**config.mk**
```make
export PLATFORM = sky130hd
export DESIGN_NAME = sfifo_mch_enc
export DESIGN_NICKNAME = d
export VERILOG_FILES = /design/src/rtl/sfifo_mch_enc.sv
export SDC_FILE = /design/constraint.sdc
export NUM_CORES = 1
export LEC_CHECK = 0
export ABC_AREA = 1
export BUFFER_PORTS_ARGS = -buffer_cell sky130_fd_sc_hd__buf_2
export CORE_MARGIN = 10
export CORE_UTILIZATION = 65
export DETAILED_ROUTE_END_ITERATION = 6
export PLACE_DENSITY = 0.85
export SLEW_MARGIN = 0
export SYNTH_ARGS = -nofsm -noshare
export SYNTH_HDL_FRONTEND = slang
export SYNTH_SLANG_ARGS = --single-unit
```
**constraint.sdc**
```tcl
create_clock -name clk_sys -period 8.6 [get_ports clk_sys]
set_input_delay 0.43 -clock clk_sys [delete_from_list [all_inputs] [get_ports clk_sys]]
set_output_delay 0.43 -clock clk_sys [all_outputs]
set_load 0.03 [all_outputs]
```
**src/rtl/sfifo_mch_enc.sv**
```systemverilog
// ---------------------------------------------------------------------------
// sfifo_mch_enc
//
// CH_NUM independent synchronous FIFOs behind one flattened interface.
// Each channel has:
//   - optional even-parity protection per entry, with an error-injection input
//   - run-time programmable almost-full (with hysteresis) and almost-empty flags
//   - sticky overflow / underflow / parity status
//   - a peak-occupancy watermark
// The channels share only the clock and reset; there is no arbitration.
//
// Ports (channel c always uses slice c of each bus):
//   clk_sys     in   system clock
//   reset_n     in   synchronous reset, active low
//   wen         in   [CH_NUM]               write enable
//   wdata       in   [CH_NUM*FIFO_WIDTH]    write data
//   err_inj     in   [CH_NUM]               invert stored parity of this cycle's write
//   ren         in   [CH_NUM]               read enable
//   rdata       out  [CH_NUM*FIFO_WIDTH]    read data
//   afull_thd   in   [CH_NUM*(FIFO_DEEP+1)] almost-full set threshold
//   aempty_thd  in   [CH_NUM*(FIFO_DEEP+1)] almost-empty threshold
//   stat_clr    in   [CH_NUM]               clear sticky status and watermark
//   full        out  [CH_NUM]               used == depth (combinational)
//   empty       out  [CH_NUM]               used == 0 (combinational)
//   afull       out  [CH_NUM]               registered almost-full
//   aempty      out  [CH_NUM]               registered almost-empty
//   usedw       out  [CH_NUM*(FIFO_DEEP+1)] occupancy
//   max_used    out  [CH_NUM*(FIFO_DEEP+1)] peak occupancy
//   parity_err  out  [CH_NUM]               parity error aligned with rdata
//   fifo_stat   out  [CH_NUM*8]             {rsv, parity_sticky, overflow,
//                                            underflow, afull, full,
//                                            ~aempty, ~empty}
// ---------------------------------------------------------------------------
module sfifo_mch_enc #(
    parameter int    CH_NUM      = 4,
    parameter int    FIFO_WIDTH  = 8,
    parameter int    FIFO_DEEP   = 4,
    parameter string FIFO_PARITY = "TRUE",
    parameter string FIFO_ATTR   = "normal",
    parameter int    AFULL_HYST  = 2
) (
    input  logic                              clk_sys,
    input  logic                              reset_n,
    input  logic [CH_NUM-1:0]                 wen,
    input  logic [CH_NUM*FIFO_WIDTH-1:0]      wdata,
    input  logic [CH_NUM-1:0]                 err_inj,
    input  logic [CH_NUM-1:0]                 ren,
    output logic [CH_NUM*FIFO_WIDTH-1:0]      rdata,
    input  logic [CH_NUM*(FIFO_DEEP+1)-1:0]   afull_thd,
    input  logic [CH_NUM*(FIFO_DEEP+1)-1:0]   aempty_thd,
    input  logic [CH_NUM-1:0]                 stat_clr,
    output logic [CH_NUM-1:0]                 full,
    output logic [CH_NUM-1:0]                 empty,
    output logic [CH_NUM-1:0]                 afull,
    output logic [CH_NUM-1:0]                 aempty,
    output logic [CH_NUM*(FIFO_DEEP+1)-1:0]   usedw,
    output logic [CH_NUM*(FIFO_DEEP+1)-1:0]   max_used,
    output logic [CH_NUM-1:0]                 parity_err,
    output logic [CH_NUM*8-1:0]               fifo_stat
);

    localparam int DW    = FIFO_DEEP + 1;
    localparam int DEPTH = 2 ** FIFO_DEEP;
    localparam int MW    = FIFO_WIDTH + 1;   // stored entry: {parity, data}

    localparam bit PAR_EN = (FIFO_PARITY == "TRUE");
    localparam bit AHEAD  = (FIFO_ATTR == "ahead");

    // Parity bit to store with an entry. With parity disabled the bit is a
    // constant 0 and the storage column is trimmed away by synthesis.
    function automatic logic parity_gen(input logic [FIFO_WIDTH-1:0] d,
                                        input logic inj);
        if (!PAR_EN)
            return 1'b0;
        return (^d) ^ inj;
    endfunction

    // Even parity over {parity, data} must be 0 for a good entry.
    function automatic logic parity_bad(input logic [MW-1:0] e);
        if (!PAR_EN)
            return 1'b0;
        return ^e;
    endfunction

    // Almost-full with hysteresis: set at/above the threshold, clear only
    // below (threshold - AFULL_HYST) floored at zero, otherwise hold.
    // A threshold of 0 therefore keeps the flag permanently set.
    function automatic logic afull_eval(input logic [DW-1:0] u,
                                        input logic [DW-1:0] thd,
                                        input logic          cur);
        logic [DW-1:0] lvl;
        lvl = (thd > DW'(AFULL_HYST)) ? (thd - DW'(AFULL_HYST)) : '0;
        if (u >= thd)
            return 1'b1;
        if (u < lvl)
            return 1'b0;
        return cur;
    endfunction

    for (genvar c = 0; c < CH_NUM; c++) begin : g_ch

        logic [MW-1:0]         mem [DEPTH];
        logic [FIFO_DEEP-1:0]  wptr;
        logic [FIFO_DEEP-1:0]  rptr;
        logic [DW-1:0]         used;
        logic [DW-1:0]         used_next;
        logic [DW-1:0]         max_q;
        logic [DW-1:0]         max_base;
        logic [DW-1:0]         athd;
        logic [DW-1:0]         ethd;
        logic [FIFO_WIDTH-1:0] wd;
        logic [MW-1:0]         head;
        logic [FIFO_WIDTH-1:0] rd_out;

        logic full_c;
        logic empty_c;
        logic wr_acc;
        logic rd_acc;
        logic ovf_ev;
        logic udf_ev;
        logic par_ev;
        logic perr_out;
        logic head_bad;

        logic afull_q;
        logic aempty_q;
        logic ovf_q;
        logic udf_q;
        logic par_q;

        assign wd   = wdata[c*FIFO_WIDTH +: FIFO_WIDTH];
        assign athd = afull_thd[c*DW +: DW];
        assign ethd = aempty_thd[c*DW +: DW];

        assign full_c  = (used == DW'(DEPTH));
        assign empty_c = (used == '0);

        // A write into a full channel is still accepted when a read frees
        // a slot in the same cycle. A read of an empty channel is never
        // accepted, even if a write lands in that cycle.
        assign wr_acc = wen[c] & (~full_c | ren[c]);
        assign rd_acc = ren[c] & ~empty_c;
        assign ovf_ev = wen[c] & full_c & ~ren[c];
        assign udf_ev = ren[c] & empty_c;

        assign used_next = used + DW'(wr_acc) - DW'(rd_acc);

        assign head     = mem[rptr];
        assign head_bad = parity_bad(head);

        // Watermark restarts from the current occupancy on stat_clr; an
        // increase in the same cycle still gets recorded.
        assign max_base = stat_clr[c] ? used : max_q;

        // ---- storage write (data path, not reset) ----
        always_ff @(posedge clk_sys) begin
            if (reset_n && wr_acc)
                mem[wptr] <= {parity_gen(wd, err_inj[c]), wd};
        end

        // ---- control state: pointers, occupancy, flags, status ----
        always_ff @(posedge clk_sys) begin
            if (!reset_n) begin
                wptr     <= '0;
                rptr     <= '0;
                used     <= '0;
                max_q    <= '0;
                afull_q  <= 1'b0;
                aempty_q <= 1'b1;
                ovf_q    <= 1'b0;
                udf_q    <= 1'b0;
                par_q    <= 1'b0;
            end else begin
                if (wr_acc)
                    wptr <= wptr + 1'b1;
                if (rd_acc)
                    rptr <= rptr + 1'b1;
                used     <= used_next;
                max_q    <= (used_next > max_base) ? used_next : max_base;
                afull_q  <= afull_eval(used_next, athd, afull_q);
                aempty_q <= (used_next <= ethd);
                ovf_q    <= ovf_ev | (ovf_q & ~stat_clr[c]);
                udf_q    <= udf_ev | (udf_q & ~stat_clr[c]);
                par_q    <= par_ev | (par_q & ~stat_clr[c]);
            end
        end

        if (AHEAD) begin : g_ahead
            // First-word fall-through: the head entry is shown directly.
            // An empty channel shows 0 so stale memory never leaks out.
            assign rd_out   = empty_c ? '0 : head[FIFO_WIDTH-1:0];
            assign perr_out = ~empty_c & head_bad;
            assign par_ev   = perr_out;
        end else begin : g_normal
            logic [FIFO_WIDTH-1:0] rdata_p1;
            logic                  perr_p1;

            // Sticky parity rises together with the rdata/parity_err pulse.
            assign par_ev = rd_acc & head_bad;

            // ---- read register stage: rdata valid the cycle after ren ----
            always_ff @(posedge clk_sys) begin
                if (!reset_n) begin
                    rdata_p1 <= '0;
                    perr_p1  <= 1'b0;
                end else begin
                    if (rd_acc)
                        rdata_p1 <= head[FIFO_WIDTH-1:0];
                    perr_p1 <= par_ev;
                end
            end

            assign rd_out   = rdata_p1;
            assign perr_out = perr_p1;
        end

        assign rdata[c*FIFO_WIDTH +: FIFO_WIDTH] = rd_out;
        assign full[c]                           = full_c;
        assign empty[c]                          = empty_c;
        assign afull[c]                          = afull_q;
        assign aempty[c]                         = aempty_q;
        assign usedw[c*DW +: DW]                 = used;
        assign max_used[c*DW +: DW]              = max_q;
        assign parity_err[c]                     = perr_out;
        assign fifo_stat[c*8 +: 8] = {1'b0, par_q, ovf_q, udf_q,
                                      afull_q, full_c, ~aempty_q, ~empty_c};
    end

endmodule

```
==> metrics.txt, run 1 <==
Leakage=15.4 nW; clock-pin slew reported for the worst setup and hold paths after clock tree synthesis=around 0.060 ns; Hold Buf Count CTS=0; first-pass iteration count of the detailed router=6; leading cell type in the layout, fill and taps excluded=sky130_fd_sc_hd__nand2_1; Die Y=about 250 microns; vias per std cell=roughly 5.7; cell row count=82; critical path startpoint=g_ch[2].used[3]; mapped cell area=33,100 sq um; final weighted congestion of routability-driven global placement=just over 0.9; asr flop ratio synth=0%; Max Root-Sink Buffers=3; cells after synthesis=3,378; slew at the pin closest to its max-slew limit=1.20 ns; RR Startpoint=g_ch[2].used[3]; time the worst path needs with I/O delays and setup=approximately 4.3 ns; Die Outline Area=about 60,000 sq um; share of the yosys chip area belonging to registers=between 60% and 70%; share of cells above drive strength 1=roughly a tenth; Setup crit end=g_ch[2].max_q[0]; max capacitance violation total=0; Clock H-tree levels=3; HPWL after DPL=roughly 52,000 microns; CTS tree=done; horizontal extent of the die=about 250 microns; unique cell type count in the Yosys netlist=46; GRT Residual Overflow=0; PwrDens=326 nW/um^2; number of synthesized flops with an enable pin=576; final wirelength=80,300 microns; latest clock arrival within the worst-skew pair=0.61 ns; number of cell instances on the worst register-to-register path=22; first-pass GRT wire length=about 120,000 microns; core box area=roughly 50,000 sq um; maximum fanout count along the critical path=21; Min-Delay Path Class=in2reg; number of antenna violations at the first check in global routing=6; first-iteration detailed-routing DRC count=about 2,800; layer with the highest usage after global routing=met2; Clock Sink Count=720; clock root cell=sky130_fd_sc_hd__clkbuf_16; Placement Setup Slack=around 4.4 ns; growth of design area from synthesis to finish=9.61%; number of I/O port buffers=209; Top-Level Pins=around 210; remaining design rule violation count=0; RSZ-0062 raised after global routing=false; kind of launch point of the worst setup path=flop; crit path capture type=flop; min setup slack post-route=around 4.3 ns; buffer count from post-CTS setup fixing=0; final setup fails=0; post-CTS resize count=0; Reg-to-Reg End=g_ch[2].max_q[0]; FF+latch count, synth=720; post-route fraction of the period consumed by the critical path=between 50 and 60%; CP Class=reg2reg; number of buffers added by the clock tree synthesis step=71; met3 layer usage reported by global route=under 10%; final setup TNS=0 ns; nets@finish=3,688; flop2flop setup slack=around 4.3 ns; highest clock frequency the design can meet=~230 MHz; WL/cell=~19 microns; fraction of met1 tracks used by global routing=33.0%; number of failing hold endpoints at the final stage=0; Slew Limit Fails=0; total routing resource utilization after global routing=a little over a quarter; pin count of the biggest net entering global routing=92; crit path DAT=4.79 ns; most frequent cells in the layout=sky130_fd_sc_hd__nand2_1, sky130_fd_sc_hd__edfxtp_1, sky130_fd_sc_hd__inv_1; met2 usage=roughly 44%; via count of the first global-routing pass=around 23,000; maximum ir drop on the vdd rail=roughly 290 uV; starting utilization of the core area=65.8%; per-instance average area after synthesis=9.80 sq um; number of vias after detailed routing=24,295; required time of the worst setup path=9.08 ns; prevailing post-synth register cell=sky130_fd_sc_hd__edfxtp_1; status=completed; number of nets with antenna violations after routing=0; headroom to the max-slew limit=19.7%; Synthesis Warnings=0; Setup Skew=approximately 0.018 ns
Yosys cell counts (5+ instances only):
library cell	instances	area share [%]
sky130_fd_sc_hd__a21oi_1	100	1.5
sky130_fd_sc_hd__a221o_1	6	0.18
sky130_fd_sc_hd__a31o_2	8	0.21
sky130_fd_sc_hd__a32oi_1	5	0.13
sky130_fd_sc_hd__buf_1	7	0.079
sky130_fd_sc_hd__buf_2	51	0.77
sky130_fd_sc_hd__buf_4	66	1.5
sky130_fd_sc_hd__buf_6	20	0.68
sky130_fd_sc_hd__clkbuf_1	27	0.31
sky130_fd_sc_hd__clkinv_1	7	0.079
sky130_fd_sc_hd__dfxtp_1	144	8.7
sky130_fd_sc_hd__edfxtp_1	576	52
sky130_fd_sc_hd__ha_1	92	3.5
sky130_fd_sc_hd__inv_1	365	4.1
sky130_fd_sc_hd__inv_2	8	0.091
sky130_fd_sc_hd__nand2_1	911	10
sky130_fd_sc_hd__nand3_1	313	4.7
sky130_fd_sc_hd__nand3b_1	8	0.18
sky130_fd_sc_hd__nand4_1	5	0.095
sky130_fd_sc_hd__nor2_1	304	3.4
sky130_fd_sc_hd__o211ai_1	71	1.6
sky130_fd_sc_hd__o21ai_0	149	2.3
sky130_fd_sc_hd__o21ai_1	20	0.30
sky130_fd_sc_hd__xnor2_1	23	0.61
sky130_fd_sc_hd__xor2_1	36	0.95
metal layers:
metal | vias to the layer above | part of all wire, %
li1 | 11454 | -
met1 | 11367 | 38
met2 | 1280 | 49
met3 | 190 | 10
met4 | 4 | 3.0
met5 | - | 0.026
cell type report:
class / instances / area [sq um]
antenna: 1 / 2.50
clock inverter: 29 / 196
fill: 3339 / 14000
sequential: 720 / 20200
multi-input combinational: 2103 / 10400
tap: 672 / 841
clock buffer: 102 / 2090
inverter: 385 / 1460
timing repair buffer: 221 / 1140
stage by stage:
| step | std cells | hold WS (ns) | power [mW] | instance area, sq um | utilization (%) |
|---|---|---|---|---|---|
| 3_3_place_gp | 4101 | 0.456 | 8.60 | 34000 | 67.6 |
| 2_1_floorplan | 3381 | 0.445 | 7.75 | 33100 | - |
| 4_1_cts | 4232 | 0.0396 | 11.8 | 36300 | 72.2 |
| 3_5_place_dp | 4101 | 0.457 | 8.78 | 34000 | 67.6 |
| 5_1_grt | 4233 | 0.0796 | 12.6 | 36300 | 72.2 |
| 6_report | 4233 | 0.0647 | 11.8 | 36300 | 72.2 |
cell families after synthesis:
group	after synthesis	share of synthesized area (%)
flops	720	61.0
xor+xnor	59	1.56
simple gates	1562	19.2
fa+ha+maj	96	3.72
buf+inv	558	7.78
compound gates	382	6.78
other cells	1	0.0113
state kept, by name, summed over array words and instances (netlist names), named ones only:
register and flops:
g_ch.g_normal.rdata_p1 32, g_ch.ovf_q 4, g_ch.mem 576, g_ch.aempty_q 4, g_ch.used 20, g_ch.g_normal.perr_p1 4, g_ch.max_q 20, g_ch.wptr 16
g_ch.par_q 4, g_ch.rptr 16, g_ch.udf_q 4, g_ch.afull_q 4
critical path, stage by stage, from the launching register on:
cell and delay [ns]:
sky130_fd_sc_hd__dfxtp_1 0.36, sky130_fd_sc_hd__inv_1 0.09, sky130_fd_sc_hd__ha_1 0.18, sky130_fd_sc_hd__nand3_1 0.12, sky130_fd_sc_hd__nor2_1 0.08, sky130_fd_sc_hd__inv_1 0.09
sky130_fd_sc_hd__nand2_1 0.12, sky130_fd_sc_hd__inv_1 0.56, sky130_fd_sc_hd__nand2_1 0.24, sky130_fd_sc_hd__nand2_1 0.14, sky130_fd_sc_hd__ha_1 0.21, sky130_fd_sc_hd__fa_1 0.56
sky130_fd_sc_hd__ha_1 0.34, sky130_fd_sc_hd__inv_1 0.06, sky130_fd_sc_hd__nor2_1 0.03, sky130_fd_sc_hd__o21ai_0 0.24, sky130_fd_sc_hd__o21ai_0 0.14, sky130_fd_sc_hd__nand3_1 0.11
sky130_fd_sc_hd__o211ai_1 0.08, sky130_fd_sc_hd__nand2_1 0.12, sky130_fd_sc_hd__inv_1 0.10, sky130_fd_sc_hd__o21ai_0 0.15, sky130_fd_sc_hd__a21oi_1 0.05
power breakdown:
| part | internal (mW) | switching, mW | leakage, nW |
|---|---|---|---|
| Sequential | 4.05 | 0.188 | 6.38 |
| Clock | 1.76 | 1.29 | 1.12 |
| Combinational | 1.40 | 3.16 | 7.94 |
| Total | 7.21 | 4.64 | 15.4 |
worst min-delay path by stage:
stage,startpoint,endpoint,slack [ns],depth (start not counted)
finish,aempty_thd[4],g_ch[0].aempty_q,0.06,3
global route,aempty_thd[19],g_ch[3].aempty_q,0.08,3
CTS,aempty_thd[4],g_ch[0].aempty_q,0.04,3
detailed placement,g_ch[2].udf_q,g_ch[2].udf_q,0.46,2
global placement,g_ch[2].udf_q,g_ch[2].udf_q,0.46,2
floorplan,g_ch[0].udf_q,g_ch[0].udf_q,0.45,2
Power figures use the tool's default switching activity.
==> run 2, diff against run 1 <==
ABC_AREA = 0   (was 1)
CORE_UTILIZATION = 60   (was 65)
PLACE_DENSITY = 0.79   (was 0.85)
clock period = 4.2 ns   (was 8.6 ns; I/O delays follow)
==> metrics.txt, run 2 <==
final cell area excluding filler cells=35,700 sq um (-1.6%); cell row count=83 (+1.2%); prevailing post-synth register cell=sky130_fd_sc_hd__edfxtp_1; pin count of the biggest net entering global routing=67 (-27%); Min-Delay Path Class=in2reg; flop2flop setup slack=0.16 ns (-4.12 ns); Die Outline Area=61,300 sq um (+1.5%); share of the yosys chip area belonging to registers=65.0% (+4.0 points); Setup Skew=0.0168 ns (-0.00105 ns); status=completed; kind of launch point of the worst setup path=flop; maximum fanout count along the critical path=5 (-76%); Most flops, register=g_ch.mem; min setup slack post-route=0.164 ns (-4.12 ns); unique cell type count in the Yosys netlist=54 (+17%); hold_sp=wdata[4]; cells after synthesis=1,938 (-43%); Reg-to-Reg End=g_ch[1].max_q[0]; cell chain of the critical path=inv_1 > ha_1 > or4b_4 > and2_4 > nand2b_1 > nand2_1 > ha_2 > fa_1 > ha_1 > nor2b_1 > o21ai_0 > maj3_1 > maj3_2 > maj3_2 > mux2i_1 > nor2b_1; worst min-delay path endpoint=g_ch[0].mem[4][4]; Max Root-Sink Buffers=3 (unchanged); number of vias after detailed routing=17,344 (-29%); WL/cell=23.6 microns (+24%); dominant cells by area after synthesis=sky130_fd_sc_hd__edfxtp_1, sky130_fd_sc_hd__mux4_2, sky130_fd_sc_hd__dfxtp_1, sky130_fd_sc_hd__ha_1, sky130_fd_sc_hd__xnor2_1; horizontal extent of the die=248 microns (+0.75%); largest area contributor in the netlist=sky130_fd_sc_hd__edfxtp_1; number of nets with antenna violations after routing=0 (unchanged); first-pass GRT wire length=107,000 microns (-15%); Largest register FFs=576 (unchanged); instance count after placement with tap cells included=2,753 (-33%); total routing resource utilization after global routing=22.8% (-3.4 points); clock root cell=sky130_fd_sc_hd__clkbuf_16; number of synthesized flops with an enable pin=576 (unchanged); Clock H-tree levels=3 (unchanged); CP Class=reg2reg; max capacitance violation total=0 (unchanged); number of antenna violations at the first check in global routing=2 (-4); highest clock frequency the design can meet=248 MHz (+7.0%); post-route fraction of the period consumed by the critical path=96.1% (+46 points); share of cells above drive strength 1=26.1% (+16 points); crit path max-delay cell type=sky130_fd_sc_hd__fa_1; most frequent cells in the layout=sky130_fd_sc_hd__edfxtp_1, sky130_fd_sc_hd__buf_2, sky130_fd_sc_hd__mux4_2; latest clock arrival within the worst-skew pair=0.62 ns (about the same); growth of design area from synthesis to finish=15.0%; PwrDens=685 nW/um^2 (+110%); final setup TNS=0 ns (unchanged); Placement Setup Slack=0.0245 ns (-4.38 ns); number of I/O port buffers=209 (unchanged); worst hold stages=1 (-2); number of failing hold endpoints at the final stage=0 (unchanged); slew at the pin closest to its max-slew limit=1.20 ns (+0.000742 ns); top post-synthesis cells by count=sky130_fd_sc_hd__edfxtp_1, sky130_fd_sc_hd__mux4_2, sky130_fd_sc_hd__dfxtp_1; per-instance average area after synthesis=16.0 sq um (+64%); final setup fails=0 (unchanged); clock-pin slew reported for the worst setup and hold paths after clock tree synthesis=0.07 ns (about the same); GRT Residual Overflow=0 (unchanged); leading cell type in the layout, fill and taps excluded=sky130_fd_sc_hd__edfxtp_1; remaining design rule violation count=0 (unchanged); Final Non-Filler Cells=2,944 (-30%); time the worst path needs with I/O delays and setup=4.04 ns (-0.283 ns); share of the synthesized area in the top cell type=55.7% (+3.4 points); Top-Level Pins=214 (unchanged); required time of the worst setup path=4.70 ns (-4.38 ns); Die Y=248 microns (+0.75%); RR Startpoint=g_ch[1].used[2]; mapped cell area=31,100 sq um (-6.2%); Synthesis Warnings=0 (unchanged); starting utilization of the core area=60.5% (-5.3 points); Clock Sink Count=720 (unchanged); Slew Limit Fails=0 (unchanged); crit path capture type=flop; nets@finish=2,387 (-35%); maximum ir drop on the vdd rail=498 uV (+73%); core box area=51,300 sq um (+2.0%); final wirelength=69,500 microns (-13%); asr flop ratio synth=0% (unchanged); placed cell areas=32,600 sq um (-4.1%); via count of the first global-routing pass=18,209 (-22%); HPWL after DPL=46,000 microns (-11%); number of buffers added by the clock tree synthesis step=74 (+4.2%); vias per std cell=5.89 (+2.6%); CTS tree=done; Total Power=24.4 mW (+110%); RSZ-0062 raised after global routing=false; FF+latch count, synth=720 (unchanged); registers with the most flip-flops=g_ch.mem (576), g_ch.g_normal.rdata_p1 (32); most common cell in the netlist=sky130_fd_sc_hd__edfxtp_1; headroom to the max-slew limit=19.3% (-0.33 points); final weighted congestion of routability-driven global placement=0.848 (-6.4%); number of cell instances on the worst register-to-register path=16 (-27%); Leakage=12.8 nW (-17%); fill cell instance count of the final layout=3,227 (-3.4%); first-iteration detailed-routing DRC count=1,626 (-42%); maximum single-stage delay on the critical path=0.50 ns (-0.06 ns); crit path DAT=4.53 ns (-0.26 ns); first-pass iteration count of the detailed router=5 (-1)
run 2: cell count changes after synthesis, sizes merged, moves of 71 or more:
cell / previous run / this run
o21ai: 169 / 30
nand3: 315 / 35
o211ai: 73 / 2
nand2: 913 / 124
nor2b: 0 / 72
nor2: 307 / 81
inv: 378 / 74
mux4: 0 / 160
run 2: worst max-delay path, delay by kind of cell (launching register included):
family | cells | cell delay (ns)
and+or+nand+nor | 6 | 0.99
DFF | 1 | 0.34
muxes | 1 | 0.18
adders and majority gates | 7 | 2.24
AOI/OAI and AO/OA | 1 | 0.09
buffers and inverters | 1 | 0.08
run 2: worst max-delay path by stage:
stage	from	end	slack, ns	cells after the start
after floorplan	g_ch[3].used[2]	g_ch[3].max_q[1]	0.005	16
after global placement	g_ch[3].used[3]	g_ch[3].max_q[1]	0.21	15
after detailed placement	g_ch[1].used[2]	g_ch[1].max_q[0]	0.02	16
after CTS	g_ch[2].used[2]	g_ch[2].max_q[3]	0.05	16
after global routing	g_ch[2].used[3]	g_ch[2].max_q[3]	0.003	16
final	g_ch[1].used[2]	g_ch[1].max_q[0]	0.16	16
run 2: per-stage QoR:
stage | hold WS [ns] | util (%)
final | 0.0112 | 69.6
after detailed placement | 0.442 | 63.5
after CTS | 0.000288 | 69.4
after global routing | 0.0277 | 69.6
after global placement | 0.442 | 63.5
after floorplan | 0.309 | -
run 2: logic make-up (layout without fill, tap and decap cells):
kind of cell               count (synthesis)  count (layout)  share of synthesized area (%)
DFF                                      720             720                           65.0
AOI/OAI and AO/OA                        177             177                           3.78
buffers and inverters                    194             516                           3.34
and+or+nand+nor                          420             420                           6.81
muxes                                    212             212                           13.5
adders and majority gates                112             112                           4.48
other                                      1               5                         0.0121
xor gates and xnor gates                 102             102                           3.10
run 2: repair_timing:
action | 4_1_cts | 5_1_grt
resized for setup | 0 | 20
hold buffers | 45 | 0
pin swaps | 0 | 10
setup buffers | 1 | 6
hold endpoints to repair | 416 | 0
setup endpoints to repair | 2 | 16
run 2: layout make-up:
class                   count  area (sq um)  share of cell area, %
well taps                 680           851                   2.38
diodes                      1          2.50                0.00701
inverters                  74           278                  0.778
multi-input cells        1027          9960                   27.9
clock buffers             109          2190                   6.13
clock inverters            29           342                  0.957
repair buffers            304          1890                   5.28
flip-flops and latches    720         20200                   56.6
run 2: power breakdown:
| group | internal (mW) | leakage (nW) | switching, mW |
|---|---|---|---|
| combinational | 3.98 | 5.15 | 4.94 |
| clock | 4.01 | 1.23 | 2.72 |
| sequential | 8.27 | 6.37 | 0.514 |
run 2: routing by layer:
metal	vias up	global-route usage, %	routed length [microns]
li1	7792	-	-
met1	8774	29.8	27600
met2	650	37.5	34800
met3	126	4.53	4920
met4	2	8.64	2130
met5	-	0	12
